===== config.mk =====
export PLATFORM = sky130hd
export DESIGN_NAME = uart_tx_fifo_flat
export DESIGN_NICKNAME = d
export VERILOG_FILES = /design/src/rtl/uart_pkg.sv /design/src/rtl/uart_tx_fifo_if.sv /design/src/rtl/byte_fifo.sv /design/src/rtl/uart_tx_fifo.sv /design/src/flat_wrapper.sv
export SDC_FILE = /design/constraint.sdc
export NUM_CORES = 1
export LEC_CHECK = 0
export ABC_AREA = 1
export BUFFER_PORTS_ARGS = -buffer_cell sky130_fd_sc_hd__buf_4
export CAP_MARGIN = 15
export CORE_MARGIN = 2
export CORE_UTILIZATION = 40
export CTS_CLUSTER_SIZE = 14
export DETAILED_ROUTE_END_ITERATION = 10
export SYNTH_ARGS = -nofsm -noshare
export SYNTH_HDL_FRONTEND = slang
export SYNTH_SLANG_ARGS = --single-unit

===== constraint.sdc =====
create_clock -name clock -period 3.02 [get_ports clock]
set_input_delay 0 -clock clock [delete_from_list [all_inputs] [get_ports clock]]
set_output_delay 0 -clock clock [all_outputs]
set_load 0.01 [all_outputs]

===== src/rtl/uart_pkg.sv =====
// Shared types, register offsets and STATUS bit positions for the UART transmitter.
package uart_pkg;

  typedef enum logic [1:0] {
    IDLE  = 2'd0,
    START = 2'd1,
    DATA  = 2'd2,
    STOP  = 2'd3
  } uart_state_e;

  localparam logic [3:0] UART_DATA   = 4'h0;
  localparam logic [3:0] UART_STATUS = 4'h4;

  localparam int unsigned ST_FULL  = 0;
  localparam int unsigned ST_EMPTY = 1;
  localparam int unsigned ST_BUSY  = 2;
  localparam int unsigned ST_OVF   = 3;
  localparam int unsigned ST_COUNT = 8;

  // Rounded clock-per-bit divider.
  function automatic int unsigned baud_div(input int unsigned clk_freq,
                                           input int unsigned baud);
    return (clk_freq + baud / 2) / baud;
  endfunction

endpackage


===== src/rtl/uart_tx_fifo_if.sv =====
// Data-memory bus slice seen by the serial device.
interface uart_tx_fifo_if;
  logic        sel;
  logic        we;
  logic        re;
  logic [3:0]  addr;
  logic [31:0] din;
  logic [31:0] dout;

  modport master (output sel, output we, output re, output addr, output din, input dout);
  modport slave  (input sel, input we, input re, input addr, input din, output dout);
endinterface


===== src/rtl/byte_fifo.sv =====
// Show-ahead synchronous byte FIFO; a push into a full FIFO is accepted when a pop
// happens in the same cycle.
module byte_fifo #(
  parameter int unsigned DEPTH = 16
) (
  input  logic                         clock,
  input  logic                         reset,
  input  logic                         push,
  input  logic                         pop,
  input  logic [7:0]                   din,
  output logic [7:0]                   dout,
  output logic                         full,
  output logic                         empty,
  output logic [$clog2(DEPTH+1)-1:0]   count
);

  localparam int unsigned AW = $clog2(DEPTH);
  localparam int unsigned CW = $clog2(DEPTH + 1);

  logic [7:0]    mem [DEPTH];
  logic [AW-1:0] wptr;
  logic [AW-1:0] rptr;
  logic          push_ok;
  logic          pop_ok;

  assign pop_ok  = pop & ~empty;
  assign push_ok = push & (~full | pop_ok);

  assign full  = (count == CW'(DEPTH));
  assign empty = (count == '0);
  assign dout  = mem[rptr];

  // Pointers wrap naturally since DEPTH is a power of two.
  always_ff @(posedge clock or posedge reset) begin
    if (reset) begin
      wptr  <= '0;
      rptr  <= '0;
      count <= '0;
    end else begin
      if (push_ok) wptr <= wptr + AW'(1);
      if (pop_ok)  rptr <= rptr + AW'(1);
      case ({push_ok, pop_ok})
        2'b10:   count <= count + CW'(1);
        2'b01:   count <= count - CW'(1);
        default: count <= count;
      endcase
    end
  end

  // Storage needs no reset; occupancy is tracked by count.
  always_ff @(posedge clock) begin
    if (push_ok) mem[wptr] <= din;
  end

endmodule


===== src/rtl/uart_tx_fifo.sv =====
// Memory-mapped 8N1 UART transmitter fed by a small byte FIFO, with a pollable STATUS word.
module uart_tx_fifo
  import uart_pkg::*;
#(
  parameter int unsigned CLK_FREQ = 50_000_000,
  parameter int unsigned BAUD     = 115200,
  parameter int unsigned DEPTH    = 16
) (
  input  logic             clock,
  input  logic             reset,
  uart_tx_fifo_if.slave    bus,
  output logic             tx
);

  localparam int unsigned DIV = baud_div(CLK_FREQ, BAUD);
  localparam int unsigned BW  = (DIV > 1) ? $clog2(DIV) : 1;
  localparam int unsigned CW  = $clog2(DEPTH + 1);

  uart_state_e   state, state_nxt;
  logic [BW-1:0] bcnt, bcnt_nxt;
  logic [2:0]    nbit, nbit_nxt;
  logic [7:0]    shreg, shreg_nxt;
  logic          tx_nxt;
  logic          pop_c;
  logic          bit_end;

  logic          wr_data;
  logic          rd_status;
  logic          drop;
  logic          overflow;
  logic [31:0]   status;

  logic [7:0]    fifo_dout;
  logic          fifo_full;
  logic          fifo_empty;
  logic [CW-1:0] fifo_count;

  logic          unused_bits;
  assign unused_bits = &{1'b0, bus.din[31:8], bus.addr[1:0]};

  // Word-offset decode; the low two address bits are ignored.
  assign wr_data   = bus.sel & bus.we & (bus.addr[3:2] == UART_DATA[3:2]);
  assign rd_status = bus.sel & bus.re & (bus.addr[3:2] == UART_STATUS[3:2]);
  assign drop      = wr_data & fifo_full & ~pop_c;

  byte_fifo #(.DEPTH(DEPTH)) u_fifo (
    .clock (clock),
    .reset (reset),
    .push  (wr_data),
    .pop   (pop_c),
    .din   (bus.din[7:0]),
    .dout  (fifo_dout),
    .full  (fifo_full),
    .empty (fifo_empty),
    .count (fifo_count)
  );

  // STATUS word assembled from registered state.
  always_comb begin
    status                 = '0;
    status[ST_FULL]        = fifo_full;
    status[ST_EMPTY]       = fifo_empty;
    status[ST_BUSY]        = (state != IDLE);
    status[ST_OVF]         = overflow;
    status[ST_COUNT +: CW] = fifo_count;
  end

  // DATA and unmapped offsets read as zero.
  assign bus.dout = rd_status ? status : 32'h0;

  // Sticky overflow: a drop in the same cycle wins over the read-to-clear.
  always_ff @(posedge clock or posedge reset) begin
    if (reset) begin
      overflow <= 1'b0;
    end else if (drop) begin
      overflow <= 1'b1;
    end else if (rd_status) begin
      overflow <= 1'b0;
    end
  end

  // Frame state, counters, shift register and line register.
  always_ff @(posedge clock or posedge reset) begin
    if (reset) begin
      state <= IDLE;
      bcnt  <= '0;
      nbit  <= '0;
      shreg <= '0;
      tx    <= 1'b1;
    end else begin
      state <= state_nxt;
      bcnt  <= bcnt_nxt;
      nbit  <= nbit_nxt;
      shreg <= shreg_nxt;
      tx    <= tx_nxt;
    end
  end

  assign bit_end = (bcnt == BW'(DIV - 1));

  // Next-state: each bit holds the line for DIV cycles; STOP chains straight into the next START.
  always_comb begin
    state_nxt = state;
    bcnt_nxt  = bcnt;
    nbit_nxt  = nbit;
    shreg_nxt = shreg;
    tx_nxt    = tx;
    pop_c     = 1'b0;

    case (state)
      IDLE: begin
        bcnt_nxt = '0;
        if (!fifo_empty) begin
          pop_c     = 1'b1;
          shreg_nxt = fifo_dout;
          tx_nxt    = 1'b0;
          state_nxt = START;
        end
      end
      START: begin
        if (bit_end) begin
          bcnt_nxt  = '0;
          nbit_nxt  = '0;
          tx_nxt    = shreg[0];
          state_nxt = DATA;
        end else begin
          bcnt_nxt = bcnt + BW'(1);
        end
      end
      DATA: begin
        if (bit_end) begin
          bcnt_nxt  = '0;
          shreg_nxt = {1'b0, shreg[7:1]};
          if (nbit == 3'd7) begin
            tx_nxt    = 1'b1;
            state_nxt = STOP;
          end else begin
            tx_nxt   = shreg[1];
            nbit_nxt = nbit + 3'd1;
          end
        end else begin
          bcnt_nxt = bcnt + BW'(1);
        end
      end
      STOP: begin
        if (bit_end) begin
          bcnt_nxt = '0;
          if (!fifo_empty) begin
            pop_c     = 1'b1;
            shreg_nxt = fifo_dout;
            tx_nxt    = 1'b0;
            state_nxt = START;
          end else begin
            state_nxt = IDLE;
          end
        end else begin
          bcnt_nxt = bcnt + BW'(1);
        end
      end
      default: begin
        state_nxt = IDLE;
        tx_nxt    = 1'b1;
      end
    endcase
  end

endmodule


===== src/flat_wrapper.sv =====
// flat-port wrapper written by rule: the top's interface ports become plain ports
module uart_tx_fifo_flat import uart_pkg::*;
#(
  parameter int unsigned CLK_FREQ = 50_000_000,
  parameter int unsigned BAUD     = 115200,
  parameter int unsigned DEPTH    = 16
)
  (clock, reset, tx, bus_sel, bus_we, bus_re, bus_addr, bus_din, bus_dout);
  uart_tx_fifo_if bus_i ();
  input  logic clock;
  input  logic reset;
  output logic tx;
  input wire logic [$bits(bus_i.sel)-1:0] bus_sel;
  input wire logic [$bits(bus_i.we)-1:0] bus_we;
  input wire logic [$bits(bus_i.re)-1:0] bus_re;
  input wire logic [$bits(bus_i.addr)-1:0] bus_addr;
  input wire logic [$bits(bus_i.din)-1:0] bus_din;
  output wire logic [$bits(bus_i.dout)-1:0] bus_dout;
  assign bus_i.sel = bus_sel;
  assign bus_i.we = bus_we;
  assign bus_i.re = bus_re;
  assign bus_i.addr = bus_addr;
  assign bus_i.din = bus_din;
  assign bus_dout = bus_i.dout;
  uart_tx_fifo #(.CLK_FREQ(CLK_FREQ), .BAUD(BAUD), .DEPTH(DEPTH)) u_core (.clock(clock), .reset(reset), .bus(bus_i), .tx(tx));
endmodule

==> impl_metrics.toml <==
[status]
status = "finished, violations left"
violations = "DRC"

[run]
drv_cap = 0

[detailed_routing]
drtPass1Iterations = 8
ant_nets = 0
routedWlPerCell_um = 16.7
drt_first_iter_violations = 376
drt_wl_total_um = 16100
drc_errors = 5
num_vias = 4952
viasPerCell = 5.12

[logic_synthesis]
netlist_instances = 670
synthMuxAreaShare_pct = 0
ys_types = 41
netlist_top_cells_count = "edfxtp_1, nand2_1, nor2_1, o21ai_0, dfrtp_1"
synth_area_per_cell_um2 = 11.1
async_reset_ff_share_pct = 22.4
synthFlopType = "edfxtp_1"
synthTopCellsByArea = "edfxtp_1, dfrtp_1, nand2_1"
synth-xor-area-share_pct = 1.18
yosysTopAreaCell = "edfxtp_1"
synthSimpleGateAreaFrac_pct = 15.7
synth_adder_area_share_pct = 2.87
synth_top_family_by_area = "simple AND/OR/NAND/NOR gates"
ys_seq_elements = 165
synth_seq_area_share_pct = 64.4
yosysWarnings = 0
netlist.area_leader.share_pct = 51.9
synth_compound_area_share_pct = 9.75
synth_most_common_cell = "edfxtp_1"
synthesis.area_um2 = 7400
synth_edf_count = 128

[clocking]
clockRootBuffer = "clkbuf_16"
postCtsResizedCells = 0
clk_latency_ns = 0.42
clk_pin_slew_ns = 0.06
cts_max_level = 4
clock_sinks = 165
numCtsBuffers = 17
cts_tree = "done"
cts_buffer_depth = 2
holdBufCountCts = 9
post_cts_buffers = 0

[die]
start_util_pct = 40.9
dieArea_um2 = 19600
dieHeight_um = 140
io-pin-count = 74
core_um2 = 18100
die_w_um = 140
rows = 49

[critical_path]
arrival_ns = 2.69
crit_start = "u_core.state[0]"
reg2reg_depth = 12
worst_r2r_endpoint = "u_core.u_fifo.mem[0][6]"
crit_end = "u_core.u_fifo.mem[0][6]"
end_kind = "register"
worstSetupPathType = "register to register"
required_ns = 3.14
worstReg2RegStart = "u_core.state[0]"
startpoint_type = "register"
cp_max_fo = 9
rrSetupSlack_ns = 0.45

[placement]
gp_congestion = 0.875
portBuffers = 24
dpl.hpwl_um = 10500
placed_area_um2 = 7900
post-place-cells = 927

[timing]
setup_viol = 0
hold_ws_ns = 0.0903
fin_crit_ns = 2.57
tightest_slew_ns = 0.743
hold_viol = 0
skew_ns = 0.0130
clock.fmax_mhz = 389
tns_ns = 0
rsz0062_at_grt = "false"
post-route-period-util_pct = 85.2
maxSlewHeadroom_pct = 50.4
maxSlewViolCount = 0

[layout]
syn_to_final_growth_pct = 15.9
finish.instance_area_um2 = 8580
num_antenna_cells = 0
drive_above_1_share_pct = 14.6
final_cells = 968
finalNetCount = 784

[power_and_ir_drop]
power.switching_uw = 1200
p_clk_share_pct = 41.5
p_per_area_nw_per_um2 = 602
combPwrFrac_pct = 7.9
p_leak_uw = 0.00329
p_sw_share_pct = 23.3
seqPwrFrac_pct = 50.5
internal-power_uw = 3960
vdd_drop_max_v = 0.000451

[global_routing]
grt_pass1_vias = 4958
grt_usage_pct = 17.5
grt_pass1_wl_um = 26000
grt-ovfl-total = 0
antenna_found_initial = 0
grt_max_degree = 66

[hold_path]
hp-class = "input pin to register"
-- worst min-delay path by stage --
| stage | startpoint | endpoint | slack, ns | depth (start not counted) |
|---|---|---|---|---|
| after floorplan | bus_din[0] | u_core.u_fifo.mem[0][0] | 0.1 | 0 |
| after global placement | reset | u_core.bcnt[5] | 0.17 | 2 |
| after detailed placement | reset | u_core.bcnt[4] | 0.18 | 2 |
| after CTS | bus_addr[2] | u_core.overflow | 0.08 | 4 |
| after global routing | bus_sel | u_core.overflow | 0.11 | 3 |
| final | bus_addr[2] | u_core.overflow | 0.09 | 4 |
-- critical path: stages, from the launching register on --
cell	delay (ns)
dfrtp_1	0.44
inv_1	0.12
ha_1	0.37
nor2_1	0.15
nand2_2	0.08
inv_4	0.12
nand2_8	0.08
nand4_1	0.12
nand2_2	0.11
inv_4	0.12
nand2_1	0.16
nor2_1	0.15
buf_4	0.23
-- metal layers --
layer,global-route usage [%],vias up,part of all wire [%]
li1,-,2396,-
met1,22.6,2362,44
met2,28.8,161,48
met5,0,-,0
met4,7.28,0,2.4
met3,3.79,33,6.0
-- flip-flops by register name (all words and copies together) (netlist names) --
register             flops
u_core.u_fifo.mem      128
u_core.shreg             8
u_core.u_fifo.rptr       4
u_core.u_fifo.count      5
u_core.bcnt              9
u_core.tx                1
u_core.u_fifo.wptr       4
u_core.state             2
u_core.nbit              3
u_core.overflow          1
-- through the flow --
stage          total power, uW  setup WS [ns]  util (%)
2_1_floorplan             2930          0.669         -
3_3_place_gp              3030          0.563      43.7
3_5_place_dp              3050          0.449      43.7
4_1_cts                   5200          0.424      47.5
5_1_grt                   5370          0.249      47.5
6_report                  5160          0.447      47.5
-- cell usage in the layout (no fill, tap or decap), drive strengths merged --
cell type and count:
nand4 6, nand2 116, clkinv 6, inv 41, bufinv 3, clkinvlp 2, a21o 1, nand3 36
o211ai 11, ha 17, nor3 6, o221ai 3, o311ai 2, dlygate4sd3 9, xor2 9, conb 23
dfstp 1, edfxtp 128, clkbuf 20, o2111ai 3, o221a 1, buf 54, dfrtp 36, a21oi 21
xnor2 1, o21ai 69, nor2 98, o31ai 1, and3 1, o22ai 14
-- kinds of logic after synthesis --
group                      after synthesis
and+or+nand+nor                        263
DFF                                    165
AOI/OAI and AO/OA                      126
buffers and inverters                   88
adders and majority gates               17
xor gates and xnor gates                10
other                                    1
-- power groups by stage --
| stage | Combinational (uW) | Sequential (uW) | Clock, uW |
|---|---|---|---|
| after floorplan | 301 | 2630 | 0 |
| after global routing | 468 | 2620 | 2280 |
| after CTS | 409 | 2610 | 2180 |
| final | 409 | 2610 | 2150 |
| after detailed placement | 400 | 2650 | 0 |
| after global placement | 385 | 2650 | 0 |
-- area by class of cell --
cell class	instances	area (um2)
clock buffer	20	437
sequential	165	4770
fill	1624	9500
clock inverter	12	153
timing repair buffer	63	508
multi-input combinational	439	2270
tap	229	287
inverter	40	155
No activity file was read; power rests on OpenSTA's default activity.
